==> config.mk <==
export PLATFORM = sky130hd
export DESIGN_NAME = seq_mul_add_flat
export DESIGN_NICKNAME = d
export VERILOG_FILES = /design/src/rtl/seq_mul_add_if.sv /design/src/rtl/seq_mul_add.sv /design/src/flat_wrapper.sv
export SDC_FILE = /design/constraint.sdc
export NUM_CORES = 1
export LEC_CHECK = 0
export ABC_AREA = 1
export CAP_MARGIN = 20
export CORE_MARGIN = 5
export CORE_UTILIZATION = 25
export DETAILED_ROUTE_END_ITERATION = 12
export PLACE_DENSITY = 0.5
export REMOVE_ABC_BUFFERS = 1
export SYNTH_ARGS = -nofsm -noshare
export SYNTH_HDL_FRONTEND = slang
export SYNTH_SLANG_ARGS = --single-unit
==> constraint.sdc <==
create_clock -name clk -period 5.74 [get_ports clk]
set_input_delay 0.574 -clock clk [delete_from_list [all_inputs] [get_ports clk]]
set_output_delay 0.574 -clock clk [all_outputs]
set_load 0.05 [all_outputs]
==> src/rtl/seq_mul_add_if.sv <==
// ============================================================================
// Module   : seq_mul_add_if
// Brief    : Start/valid operand and result bundle for seq_mul_add.
// Revision : 1.0
// ============================================================================
`default_nettype none

interface seq_mul_add_if #(
    parameter int WIDTH = 16
) ();
    logic                   start;
    logic [WIDTH-1:0]       multiplicand;
    logic [WIDTH-1:0]       multiplier;
    logic [WIDTH-1:0]       addend;
    logic [2*WIDTH-1:0]     expected;
    logic [2*WIDTH-1:0]     product;
    logic                   busy;
    logic                   valid;
    logic                   match;

    modport master (
        output start, multiplicand, multiplier, addend, expected,
        input  product, busy, valid, match
    );

    modport slave (
        input  start, multiplicand, multiplier, addend, expected,
        output product, busy, valid, match
    );
endinterface

`default_nettype wire

==> src/rtl/seq_mul_add.sv <==
// ============================================================================
// Module   : seq_mul_add
// Brief    : Shift-add multiply-accumulate, product = A*B + C, fixed WIDTH-cycle latency.
// Revision : 1.0
// ============================================================================
`default_nettype none

module seq_mul_add #(
    parameter int WIDTH = 16
) (
    input  wire logic       clk,
    input  wire logic       rst,
    seq_mul_add_if.slave    bus
);
    localparam int PW = 2 * WIDTH;
    localparam int CW = (WIDTH > 1) ? $clog2(WIDTH) : 1;
    localparam logic [CW-1:0] c_LAST = CW'(WIDTH - 1);

    typedef enum logic [1:0] {
        S_IDLE = 2'd0,
        S_CALC = 2'd1,
        S_DONE = 2'd2
    } state_t;

    state_t             r_state;
    logic [PW-1:0]      r_mcand;
    logic [WIDTH-1:0]   r_mplr;
    logic [PW-1:0]      r_acc;
    logic [PW-1:0]      r_exp;
    logic [CW-1:0]      r_cnt;
    logic [PW-1:0]      r_product;
    logic               r_busy;
    logic               r_valid;
    logic               r_match;

    state_t             w_state_nxt;
    logic [PW-1:0]      w_mcand_nxt;
    logic [WIDTH-1:0]   w_mplr_nxt;
    logic [PW-1:0]      w_acc_nxt;
    logic [PW-1:0]      w_exp_nxt;
    logic [CW-1:0]      w_cnt_nxt;
    logic [PW-1:0]      w_product_nxt;
    logic               w_busy_nxt;
    logic               w_valid_nxt;
    logic               w_match_nxt;
    logic [PW-1:0]      w_acc_sum;

    always_ff @(posedge clk or posedge rst) begin
        if (rst) begin
            r_state   <= S_IDLE;
            r_mcand   <= '0;
            r_mplr    <= '0;
            r_acc     <= '0;
            r_exp     <= '0;
            r_cnt     <= '0;
            r_product <= '0;
            r_busy    <= 1'b0;
            r_valid   <= 1'b0;
            r_match   <= 1'b0;
        end else begin
            r_state   <= w_state_nxt;
            r_mcand   <= w_mcand_nxt;
            r_mplr    <= w_mplr_nxt;
            r_acc     <= w_acc_nxt;
            r_exp     <= w_exp_nxt;
            r_cnt     <= w_cnt_nxt;
            r_product <= w_product_nxt;
            r_busy    <= w_busy_nxt;
            r_valid   <= w_valid_nxt;
            r_match   <= w_match_nxt;
        end
    end

    // Partial product for the current multiplier bit; final iteration's sum is the result.
    assign w_acc_sum = r_acc + (r_mplr[0] ? r_mcand : '0);

    always_comb begin
        w_state_nxt   = r_state;
        w_mcand_nxt   = r_mcand;
        w_mplr_nxt    = r_mplr;
        w_acc_nxt     = r_acc;
        w_exp_nxt     = r_exp;
        w_cnt_nxt     = r_cnt;
        w_product_nxt = r_product;
        w_busy_nxt    = r_busy;
        w_valid_nxt   = r_valid;
        w_match_nxt   = r_match;

        case (r_state)
            S_IDLE, S_DONE: begin
                if (bus.start) begin
                    w_mcand_nxt = {{WIDTH{1'b0}}, bus.multiplicand};
                    w_mplr_nxt  = bus.multiplier;
                    w_acc_nxt   = {{WIDTH{1'b0}}, bus.addend};
                    w_exp_nxt   = bus.expected;
                    w_cnt_nxt   = '0;
                    w_busy_nxt  = 1'b1;
                    w_valid_nxt = 1'b0;
                    w_match_nxt = 1'b0;
                    w_state_nxt = S_CALC;
                end
            end
            S_CALC: begin
                w_acc_nxt   = w_acc_sum;
                w_mcand_nxt = r_mcand << 1;
                w_mplr_nxt  = r_mplr >> 1;
                w_cnt_nxt   = r_cnt + CW'(1);
                if (r_cnt == c_LAST) begin
                    w_cnt_nxt     = '0;
                    w_product_nxt = w_acc_sum;
                    w_match_nxt   = (w_acc_sum == r_exp);
                    w_busy_nxt    = 1'b0;
                    w_valid_nxt   = 1'b1;
                    w_state_nxt   = S_DONE;
                end
            end
            default: begin
                w_state_nxt = S_IDLE;
            end
        endcase
    end

    assign bus.product = r_product;
    assign bus.busy    = r_busy;
    assign bus.valid   = r_valid;
    assign bus.match   = r_match;

endmodule

`default_nettype wire

==> src/flat_wrapper.sv <==
// flat-port wrapper written by rule: the top's interface ports become plain ports
module seq_mul_add_flat 
#(
    parameter int WIDTH = 16
)
  (clk, rst, bus_start, bus_multiplicand, bus_multiplier, bus_addend, bus_expected, bus_product, bus_busy, bus_valid, bus_match);
  seq_mul_add_if #(.WIDTH(WIDTH)) bus_i ();
  input  wire logic clk;
  input  wire logic rst;
  input wire logic [$bits(bus_i.start)-1:0] bus_start;
  input wire logic [$bits(bus_i.multiplicand)-1:0] bus_multiplicand;
  input wire logic [$bits(bus_i.multiplier)-1:0] bus_multiplier;
  input wire logic [$bits(bus_i.addend)-1:0] bus_addend;
  input wire logic [$bits(bus_i.expected)-1:0] bus_expected;
  output wire logic [$bits(bus_i.product)-1:0] bus_product;
  output wire logic [$bits(bus_i.busy)-1:0] bus_busy;
  output wire logic [$bits(bus_i.valid)-1:0] bus_valid;
  output wire logic [$bits(bus_i.match)-1:0] bus_match;
  assign bus_i.start = bus_start;
  assign bus_i.multiplicand = bus_multiplicand;
  assign bus_i.multiplier = bus_multiplier;
  assign bus_i.addend = bus_addend;
  assign bus_i.expected = bus_expected;
  assign bus_product = bus_i.product;
  assign bus_busy = bus_i.busy;
  assign bus_valid = bus_i.valid;
  assign bus_match = bus_i.match;
  seq_mul_add #(.WIDTH(WIDTH)) u_core (.clk(clk), .rst(rst), .bus(bus_i));
endmodule
* Yosys cells after proc, flatten, opt, wreduce, memory -nomap -nowiden *
Index checks and enable logic that the tools add are counted.

cells by class
  equal/unequal tests = 6
  $add $sub $neg = 2
  mux-type cells = 21
  reduce and logical (&&, ||, !) cells = 8

operators by type and width
  kind                                                                   count
  32-bit case mux with 2 select lines                                    2
  32-bit two-way mux                                                     3
  32-bit adder                                                           1
  32-bit equality test                                                   1
  16-bit case mux with 2 select lines                                    1
  16-bit two-way mux                                                     1
  4-bit two-way mux                                                      2
  4-bit case mux with 2 select lines                                     1
  2-bit AND reduction                                                    4
  1-bit case mux with 2 select lines                                     3
  1-bit two-way mux                                                      5
  4-bit by 1-bit adder with 4-bit output, second input constant          1
  4-bit equality test, second input constant                             1
  2-bit two-way mux                                                      2
  2-bit case mux with 2 select lines                                     1
  3-bit AND reduction                                                    1
  2-bit by 1-bit equality test with 1-bit output, second input constant  1
  2-bit equality test, second input constant                             1
  2-bit zero test                                                        1
  2-bit by 1-bit != test with 1-bit output, second input constant        1
  2-bit != test, second input constant                                   1
  2-bit nonzero test                                                     1
  2-bit OR reduction                                                     1

word-level totals
  bits of input ports = 83
  register bits after elaboration = 153
  output and inout port bits = 35

* Longest topological paths before layout *
Gate-level depths: netlist (run 1).

  word-level depth = 5
  gate-level depth with buffers = 23

* Worst setup path before layout (run 1) *
OpenSTA, ideal clock, no wires.

  kind = register -> register
  from = register u_core.r_mplr[0]
  to = register u_core.r_match, in the netlist u_core.bus.match
  path slack = 3.147 ns
  path buffers = 2
  stages on the path, launching flop included = 22
  library setup time = 0.067 ns
  period minus slack after synthesis = 2.593 ns
  data arrival time = 2.526 ns
  required time = 5.673 ns
  cells stage by stage = dfrtp_1 > clkbuf_1 > clkbuf_1 > nand2_1 > inv_1 > ha_1 > fa_1 > nand2_1 > nand2_1 > nand3_1 > nand2_1 > nand2_2 > nand2_4 > nand2_2 > nand3_1 > nand3_1 > nand2_1 > nor2_2 > nand2_1 > nor2_1 > nand3_1 > nand2_1

between the ends
  cells in the longest elaborated chain, start to end = 5

ends and longest elaborated chain
  element                             RTL line            RTL
  start, declared                     seq_mul_add.sv:27   logic [WIDTH-1:0] r_mplr;
  start signal, assigned              seq_mul_add.sv:63   r_mplr <= w_mplr_nxt;
  32-bit two-way mux                  seq_mul_add.sv:75   assign w_acc_sum = r_acc + (r_mplr[0] ? r_mcand : '0);
  32-bit adder                        seq_mul_add.sv:75
  32-bit equality test                seq_mul_add.sv:111  w_match_nxt = (w_acc_sum == r_exp);
  1-bit two-way mux                   seq_mul_add.sv:108  if (r_cnt == c_LAST) begin
  1-bit case mux with 2 select lines  seq_mul_add.sv:89   case (r_state)
  end signal, assigned                seq_mul_add.sv:70   r_match <= w_match_nxt;
  end, declared                       seq_mul_add.sv:34   logic r_match;

No other way between the ends. The select of a mux whose other input is x is not followed.
A chain may end at the register's enable or synchronous reset.

* Worst setup path after layout (run 1) *
  from = register u_core.r_mplr[0]
  to = register u_core.r_match, in the netlist u_core.bus.match

between the ends
  cells in the longest elaborated chain, start to end = 5

ends and longest elaborated chain
  element                             RTL line            RTL
  32-bit two-way mux                  seq_mul_add.sv:75
  32-bit adder                        seq_mul_add.sv:75
  via u_core.w_acc_sum[1]             seq_mul_add.sv:46   logic [PW-1:0] w_acc_sum;
  32-bit equality test                seq_mul_add.sv:111
  1-bit two-way mux                   seq_mul_add.sv:108
  1-bit case mux with 2 select lines  seq_mul_add.sv:89

The timed path passes the listed nets, and every way through them passes these cells. The select of a mux whose other input is x is not followed.

==> out/results.ini, run 1 <==
[finish]
layout-drive-gt1-share_pct = 5.70
area_delta_synth_final_pct = 24.7
fin_cells = 2001
diodes = 0
nFillCells = 4112
register_area_um2 = 3830
fin_nets = 1595
multi_input_area_um2 = 4600

[timing]
final.min_clock_period_ps = 3320
hold_viol = 0
tns_ps = 0
clock.fmax_ghz = 0.301
final-max-slew-violation-count = 0
fin_worst_skew_ps = 9.75
min_period_over_period_pct = 57.8
rsz0062_at_grt = false
tightest_slew_ps = 802
finalSetupViolations = 0
slew_headroom_pct = 46.5

[clock_network]
path_clk_slew_ps = 60
post_cts_buffers = 0
cts_sinks = 153
clkLatencyLatePin_ps = 450
hold_buffers = 0
cts_tree = yes
cts_root_buf = clkbuf_16
ctsResizeCount = 0
cts_made_buffers = 17
cts_buffer_depth = 2
cts_htree_levels = 4

[synth]
avgSynthCellArea_um2 = 6.84
synth.distinct_cells = 33
async_flop_share_pct = 100
synth_ff_type = dfrtp_1
syn_area_um2 = 9390
synth-edff-count = 0
synthCells = 1373
ys_seq_area_share_pct = 40.8
ys_ff_latch = 153
yosysWarnings = 0

[critical_path]
required_ps = 6120
path_cells = buf_4, nand2_1, inv_1, ha_1, fa_1, inv_1, nand2_1, nand3_1, nor2_1, nand3_1, nor2_1, nand3_1, nor2_1, nand3_1, nor2_1, nand3_1, nor2_1, nand3_1, nand2_1
critical_path_depth = 19
r2r_cells = 19
crit_family = simple AND/OR/NAND/NOR gates
cp_num_buf_inv = 3
crit_type = reg -> reg
timing.rr.start = u_core.r_mplr[0]
cp-end-kind = flip-flop
crit_arrival_ps = 3700
crit_top_cell = nand3_1
start_kind = flip-flop
slowest_delay_ps = 550
worstPathMaxFanout = 32
critPathSlowestCell = fa_1
worstSetupStartpoint = u_core.r_mplr[0]

[hold_path]
holdCritStartpoint = u_core.bus.busy
hold_path_depth = 2
hold_path_class = reg -> reg

[run_status]
status = completed

[job]
cap_viol_max_count = 0

[route]
wl_met1_um = 14800
wl_met2_um = 13100
drtIter0Drc = 540
highest_layer = met5
num_vias = 8735
drc_errors = 0
avgViaCountPerCell = 4.37
wl_um = 29800
wl_met3_um = 1390
wl_per_cell_um = 14.9
drt_first_pass_iters = 5
postRouteAntennaNets = 0

[global_route]
grt_pass1_vias = 8945
grt_max_degree = 66
grt_overflow_total = 0
grt_usage_pct = 14.8
antenna_found_initial = 1
grt_pass1_wl_um = 48500

[power_and_ir_drop]
power.leakage_nw = 6.17
powerDensity_nw_per_um2 = 647
ir_drop_v = 0.000255

[floorplan]
die_w_um = 204
core_um2 = 37400
die_area_um2 = 41500
start_util_pct = 25.1
num_rows = 71
io_pins = 118
dieHeight_um = 204

[placement]
dp_hpwl_um = 22500
place_inst = 1971
io_buffers = 117
place.gp.congestion = 0.902

[cell usage after synthesis (all sizes together), types with 6 or more instances]
master    n  area share, %
xor2      8           0.75
nand2   531             22
nand4     6           0.40
o21ai    77            4.1
o22ai    33            2.2
ha       32            4.3
buf       7           0.32
inv     213            8.5
a21oi    33            1.9
clkbuf   33            1.3
nor2    107            4.5
nand3   107            5.9
dfrtp   153             41
nor3      6           0.49
[routing by layer]
metal	vias up	global-route usage [%]
li1	4489	-
met1	4043	20.9
met2	172	23.0
met3	29	2.89
met4	2	4.12
met5	-	0
[cells in the final DEF (no fill, tap or decap), types with 5 or more instances in the layout]
cell             instances
a21oi_1                 30
a22o_1                   5
and2_1                   5
buf_4                   10
clkbuf_16               17
clkdlybuf4s50_1        117
dfrtp_1                153
ha_1                    32
inv_1                  201
inv_2                   10
nand2_1                511
nand2_2                 16
nand3_1                104
nand4_1                  6
nor2_1                  99
nor2_2                   8
o21ai_0                 77
o22ai_1                 33
xor2_1                   8
[kinds of logic after synthesis]
group / Yosys count / share of synthesized area [%]
AO/OA/AOI/OAI: 153 / 9.07
XOR/XNOR: 11 / 1.47
adder cells (fa/ha/maj): 33 / 4.48
buffers and inverters: 255 / 10.2
flip-flops: 153 / 40.8
AND/OR/NAND/NOR: 768 / 34.0
[metrics by stage]
step | instance area, µm² | total power, W | setup slack, ps | utilization (%) | hold slack [ps]
after CTS | 11700 | 0.00764 | 2460 | 31.3 | 487
after global placement | 11100 | 0.00639 | 2550 | 29.8 | 468
after global routing | 11700 | 0.00832 | 2220 | 31.3 | 502
final | 11700 | 0.00757 | 2420 | 31.3 | 478
after detailed placement | 11100 | 0.00644 | 2500 | 29.8 | 467
after floorplan | 9240 | 0.00512 | 1040 | - | 451
[sequential cells by signal (all words and copies together), names as in the netlist]
register / cells
u_core.bus.product: 32
u_core.r_acc: 32
u_core.r_exp: 32
u_core.r_mcand: 32
u_core.r_mplr: 16
u_core.r_cnt: 4
u_core.r_state: 2
u_core.bus.busy: 1
u_core.bus.match: 1
u_core.bus.valid: 1
[worst reg2reg max path: stages, from the launching register on]
cell and delay (ps):
dfrtp_1 380, buf_4 240, nand2_1 110, inv_1 40
ha_1 230, fa_1 550, inv_1 70, nand2_1 60
nand3_1 70, nor2_1 130, nand3_1 110, nor2_1 110
nand3_1 80, nor2_1 90, nand3_1 130, nor2_1 220
nand3_1 160, nor2_1 250, nand3_1 120, nand2_1 100
[report_power, final]
part	internal (W)	switching, W
sequential	0.00159	0.000328
clock	0.000680	0.000482
combinational	0.00152	0.00297
[area by class of cell]
class | count | area share, %
multi-input cells | 965 | 39.3
flip-flops and latches | 153 | 32.7
repair buffers | 127 | 10.6
inverters | 215 | 6.93
well taps | 511 | 5.46
clock buffers | 19 | 3.70
clock inverters | 11 | 1.26
[path summary, 6_finish.rpt]
check / endpoint / slack [ps]
max reg2reg: u_core.bus.match / 2420
min: u_core.bus.busy / 480
min reg2reg: u_core.bus.busy / 480
min in group asynchronous: u_core.bus.product[30] / 560
max: u_core.bus.match / 2420
max in group asynchronous: u_core.bus.product[25] / 3990
(Power assumes the default switching activity.)
==> run 2, diff against run 1 <==
==> constraint.sdc (replaced) <==
create_clock -name clk -period 3.2 [get_ports clk]
set_input_delay 0.32 -clock clk [delete_from_list [all_inputs] [get_ports clk]]
set_output_delay 0.32 -clock clk [all_outputs]
set_load 0.05 [all_outputs]
==> run 2 against run 1 <==
  * Via count grew 0.16%
  * Combinational power is 85% higher
  * Utilization is 0.30 points higher
  * Critical path type unchanged
  * Largest cell class unchanged
==> out/results.ini, run 2 (synthesized netlist as in run 1, its figures left out) <==
[route]
wl_per_cell_um = 15.5  ; +4.2%
num_vias = 8749  ; +0.16%
drc_errors = 0  ; unchanged
drt_first_pass_iters = 5  ; unchanged
avgViaCountPerCell = 4.35  ; -0.29%
wl_um = 31200  ; +4.7%
postRouteAntennaNets = 0  ; unchanged
drtIter0Drc = 526  ; -2.6%

[timing]
tightest_slew_ps = 735  ; -66.8 ps
finalSetupViolations = 0  ; unchanged
final.min_clock_period_ps = 2880  ; -438 ps
timing.final.ws_setup_ps = 320  ; -2100 ps
final-max-slew-violation-count = 0  ; unchanged
hold_viol = 0  ; unchanged
min_period_over_period_pct = 90.0  ; +32 points
clock.fmax_ghz = 0.347  ; +15%
hold_slack_ps = 298  ; -179 ps
slew_headroom_pct = 50.9  ; +4.4 points
fin_worst_skew_ps = 13.9  ; +4.13 ps
rsz0062_at_grt = false

[floorplan]
die_w_um = 204  ; unchanged
dieHeight_um = 204  ; unchanged
core_um2 = 37400  ; unchanged
die_area_um2 = 41500  ; unchanged
start_util_pct = 25.1  ; unchanged
num_rows = 71  ; unchanged
io_pins = 118  ; unchanged

[finish]
layout-drive-gt1-share_pct = 6.67  ; +0.97 points
area_delta_synth_final_pct = 25.9
mostFrequentLayoutCells = nand2_1, inv_1, dfrtp_1
nFillCells = 4111  ; -0.024%
register_area_um2 = 3830  ; unchanged
diodes = 0  ; unchanged
fin_nets = 1603  ; +0.50%
multi_input_area_um2 = 4620  ; +0.27%
layout_commonest_cell = nand2_1

[clock_network]
cts_buffer_depth = 2  ; unchanged
path_clk_slew_ps = 70  ; about the same
ctsResizeCount = 0  ; unchanged
cts_made_buffers = 17  ; unchanged
cts_root_buf = clkbuf_16
cts_sinks = 153  ; unchanged
post_cts_buffers = 0  ; unchanged
clkLatencyLatePin_ps = 450  ; about the same
hold_buffers = 0  ; unchanged
cts_tree = yes
cts_htree_levels = 4  ; unchanged

[placement]
dp_slack_ps = 202  ; -2290 ps
dp_hpwl_um = 23900  ; +6.0%
place.gp.congestion = 0.855  ; -5.2%
io_buffers = 117  ; unchanged

[critical_path]
crit_arrival_ps = 3260  ; -440 ps
worstPathMaxFanout = 4  ; -88%
r2r_slack_ps = 320  ; -2100 ps
crit_type = reg -> reg
timing.rr.start = u_core.r_mplr[0]
cp-end-kind = flip-flop
start_kind = flip-flop
required_ps = 3580  ; -2540 ps
worstSetupStartpoint = u_core.r_mplr[0]

[global_route]
grt_pass1_wl_um = 50400  ; +4.1%
antenna_found_initial = 2  ; +1
met3_usage_pct = 2.66  ; -0.24 points
grt_overflow_total = 0  ; unchanged
grt_pass1_vias = 8982  ; +0.41%
grt_most_used_layer = met2
use_met2_pct = 23.7  ; +0.70 points
grt_max_degree = 65  ; -1.5%
grt_usage_pct = 15.4  ; +0.65 points
grt_util_met1_pct = 22.4  ; +1.5 points

[job]
cap_viol_max_count = 0  ; unchanged

[run_status]
status = completed

[power_and_ir_drop]
power.leakage_nw = 6.21  ; +0.71%
power_frac_comb_pct = 59.8  ; +0.5 points
powerDensity_nw_per_um2 = 1170  ; +82%
power.share.clock_pct = 15.0  ; -0.3 points
ir_drop_v = 0.000451  ; +77%
p_seq_share_pct = 25.2  ; -0.2 points
power_switching_w = 0.00702  ; +86%
power.internal_w = 0.00686  ; +81%
finalPower_w = 0.0139  ; +83%
swShare_pct = 50.6  ; +0.70 points

[hold_path]
hold_path_class = in -> async

run 2: cell type report:
type,count,share of cell area (%)
Clock buffer,18,3.71
Clock inverter,13,1.23
Inverter,215,6.87
Multi-Input combinational cell,965,39.0
Sequential cell,153,32.4
Tap cell,511,5.41
Timing Repair Buffer,135,11.4
run 2: layer usage:
layer,up-vias,share of wire (%)
li1,4497,-
met1,4076,51
met2,148,44
met3,24,3.6
met4,4,1.5
met5,-,0.067
run 2: power by group through the flow:
stage / logic (W) / clock network, W / registers [W]
2_1_floorplan: 0.00527 / 0 / 0.00391
3_3_place_gp: 0.00828 / 0 / 0.00352
3_5_place_dp: 0.00833 / 0 / 0.00351
4_1_cts: 0.00836 / 0.00215 / 0.00349
5_1_grt: 0.00943 / 0.00222 / 0.00360
6_report: 0.00830 / 0.00208 / 0.00350
run 2: per-stage QoR:
step	area, µm²	utilization (%)	cells	TNS, ps
after floorplan	9240	-	1333	-228920
after global placement	11200	30.0	1979	0
after detailed placement	11200	30.0	1979	0
after CTS	11800	31.6	2010	0
after global routing	11800	31.6	2010	0
final	11800	31.6	2010	0
run 2: path summary, 6_finish.rpt:
path,endpoint,depth (start not counted)
setup / recovery,u_core.bus.match,18
max in group asynchronous,u_core.bus.product[11],3
setup reg to reg,u_core.bus.match,18
hold reg to reg,u_core.bus.product[15],2
hold / removal,u_core.bus.product[29],2
min in group clk,u_core.r_exp[6],3
run 2: worst max-delay path, cell delays in order, from the launching register on:
cell and delay, ps:
dfrtp_1 420, nand2_1 70, inv_1 40, ha_1 240, fa_2 600, inv_1 60, nand2_1 60, nand3_1 70
nor2_1 120, nand3_1 160, nor2_1 120, nand3_1 100, nor2_2 120, nand3_2 100, nor2_2 130, nand3_1 140
nor2_1 130, nand3_1 80, nand2_1 70
==> run 3, diff against run 2 <==
--- a/config.mk
+++ b/config.mk
@@ -7,6 +7,7 @@
 export LEC_CHECK = 0
 export ABC_AREA = 1
 export CAP_MARGIN = 20
+export CORE_ASPECT_RATIO = 0.6
 export CORE_MARGIN = 5
 export CORE_UTILIZATION = 25
 export DETAILED_ROUTE_END_ITERATION = 12
==> run 3 against run 2 <==
  * First-iteration DRC count increased by 27%
  * Utilization grew 0.14 points
  * Fmax is 0.89% lower
  * Die area rose by 0.31%
  * Worst hold slack improved by 37 ps
  * Highest routed layer is now met4
  * Flip-flop and latch count stayed put
  * Cell area increased by 0.35%
  * Register-to-register slack got worse by 30 ps
  * Non-clock buffer count rose by 6
  * Sequential power about the same
  * Setup slack got worse by 26 ps
==> out/results.ini, run 3 (synthesized netlist as in run 1, its figures left out) <==
[critical_path]
r2r_slack_ps = 290  ; -30 ps
worstPathMaxFanout = 20  ; +16
required_ps = 3600  ; +20 ps
start_kind = flip-flop
crit_type = reg -> reg
cp-end-kind = flip-flop
r2r_cells = 17  ; -1
crit_top_cell = nand2_1
critPathSlowestCell = dfrtp_1
timing.rr.start = u_core.r_mplr[0]
crit_arrival_ps = 3300  ; +40 ps
slowest_delay_ps = 390  ; -210 ps
path_cells = buf_4, nand2_1, inv_1, ha_1, nand2_1, nor2_1, and3_1, nand3_1, nand2_1, nand2_1, nand3_1, nand2_1, nor2_1, nand2_1, nor2_1, nand3_1, nand2_1
rr_endpoint = u_core.bus.match

[route]
num_vias = 8884  ; +1.5%
wl_um = 34000  ; +8.8%
avgViaCountPerCell = 4.40  ; +1.1%
drtIter0Drc = 666  ; +27%
drc_errors = 0  ; unchanged
drt_first_pass_iters = 5  ; unchanged
wl_per_cell_um = 16.8  ; +8.3%
postRouteAntennaNets = 0  ; unchanged

[clock_network]
hold_buffers = 0  ; unchanged
cts_sinks = 153  ; unchanged
path_clk_slew_ps = 70  ; about the same
cts_tree = yes
clkLatencyLatePin_ps = 460  ; about the same
cts_made_buffers = 17  ; unchanged
cts_htree_levels = 4  ; unchanged
cts_buffer_depth = 2  ; unchanged
cts_root_buf = clkbuf_16

[placement]
dp_hpwl_um = 26800  ; +12%
place.gp.congestion = 0.889  ; +4.0%
io_buffers = 117  ; unchanged
dp_slack_ps = 199  ; -3.61 ps

[finish]
diodes = 0  ; unchanged
fin_nets = 1609  ; +0.37%
mostFrequentLayoutCells = nand2_1, inv_1, dfrtp_1
layout-drive-gt1-share_pct = 7.10  ; +0.43 points
layout_commonest_cell = nand2_1
area_delta_synth_final_pct = 26.4

[floorplan]
io_pins = 118  ; unchanged
die_w_um = 260  ; +28%
start_util_pct = 25.1  ; about the same
die_area_um2 = 41700  ; +0.31%
core_um2 = 37400  ; about the same
num_rows = 55  ; -23%
dieHeight_um = 160  ; -21%

[global_route]
grt_overflow_total = 0  ; unchanged
grt_max_degree = 65  ; unchanged
grt_pass1_wl_um = 52200  ; +3.6%
antenna_found_initial = 0  ; -2
grt_pass1_vias = 8654  ; -3.7%
grt_usage_pct = 16.4  ; +0.99 points

[timing]
tns_ps = 0  ; unchanged
timing.final.ws_setup_ps = 294  ; -25.8 ps
hold_viol = 0  ; unchanged
hold_slack_ps = 336  ; +37.4 ps
finalSetupViolations = 0  ; unchanged
min_period_over_period_pct = 90.8  ; +0.81 points
final-max-slew-violation-count = 0  ; unchanged
slew_headroom_pct = 51.1  ; +0.15 points
clock.fmax_ghz = 0.344  ; -0.89%
rsz0062_at_grt = false
tightest_slew_ps = 734  ; -1.39 ps
final.min_clock_period_ps = 2910  ; +25.8 ps
fin_worst_skew_ps = 14.7  ; +0.844 ps

[run_status]
status = completed

[hold_path]
hold_path_class = in -> async

[job]
cap_viol_max_count = 0  ; unchanged

[power_and_ir_drop]
ir_drop_v = 0.000467  ; +3.6%
powerDensity_nw_per_um2 = 1210  ; +3.3%
power.leakage_nw = 6.26  ; +0.69%

[run 3: changes by cell type in the layout (fill, tap and decap cells not counted)]
cell,delta
clkinvlp_4,-3
inv_8,+4
nand2_1,-1
inv_6,+2
nand3_1,+1
buf_4,+6
clkbuf_8,-1
nand2_2,+1
bufinv_16,-1
nand3_2,-1
[run 3: where the power goes]
part	internal, W	switching [W]	leakage (nW)
logic	0.00291	0.00591	4.06
registers	0.00286	0.000668	1.90
clock network	0.00110	0.000954	0.291
total	0.00687	0.00753	6.26
[run 3: final cells by class]
class | count | area [µm²]
clock buffers | 17 | 425
clock inverters | 15 | 155
fillers | 4061 | 25500
inverters | 215 | 812
multi-input cells | 965 | 4610
flip-flops and latches | 153 | 3830
well taps | 513 | 642
repair buffers | 141 | 1390
[run 3: routing by layer]
| metal | wire length (µm) | up-vias | track usage [%] |
|---|---|---|---|
| li1 | - | 4519 | - |
| met1 | 19600 | 4141 | 28.0 |
| met2 | 11900 | 195 | 19.9 |
| met3 | 2020 | 29 | 3.43 |
| met4 | 472 | 0 | 4.22 |
| met5 | 0 | - | 0 |
[run 3: worst max-delay path, delay by kind of cell (launching register included)]
kind          cells  cell delay, ps
fa+ha+maj         1             350
buf+inv           2             290
flops             1             390
simple gates     14            1840
[run 3: worst max-delay path by stage]
stage                     slack, ps  cells after the start                to             start
after floorplan               -1240                      1   u_core.bus.busy               rst
after global placement          180                     17  u_core.bus.match  u_core.r_mplr[0]
after detailed placement        200                     20  u_core.bus.match  u_core.r_mplr[0]
after CTS                       180                     20  u_core.bus.match  u_core.r_mplr[0]
after global routing              7                     21  u_core.bus.match  u_core.r_mplr[0]
final                           290                     17  u_core.bus.match  u_core.r_mplr[0]
[run 3: what timing repair did]
| item | 4_1_cts | 5_1_grt |
|---|---|---|
| buffers inserted | 0 | 0 |
| hold endpoints to repair | 0 | 0 |
| setup endpoints to repair | 0 | 1 |
| resized for setup | 0 | 3 |
[run 3: through the flow]
stage | instances | total power (W) | util (%) | instance area, µm²
after CTS | 2019 | 0.0144 | 31.7 | 11900
final | 2019 | 0.0144 | 31.8 | 11900
after detailed placement | 1987 | 0.0123 | 30.2 | 11300
after global placement | 1987 | 0.0123 | 30.2 | 11300
after global routing | 2019 | 0.0156 | 31.8 | 11900
after floorplan | 1333 | 0.00918 | - | 9240
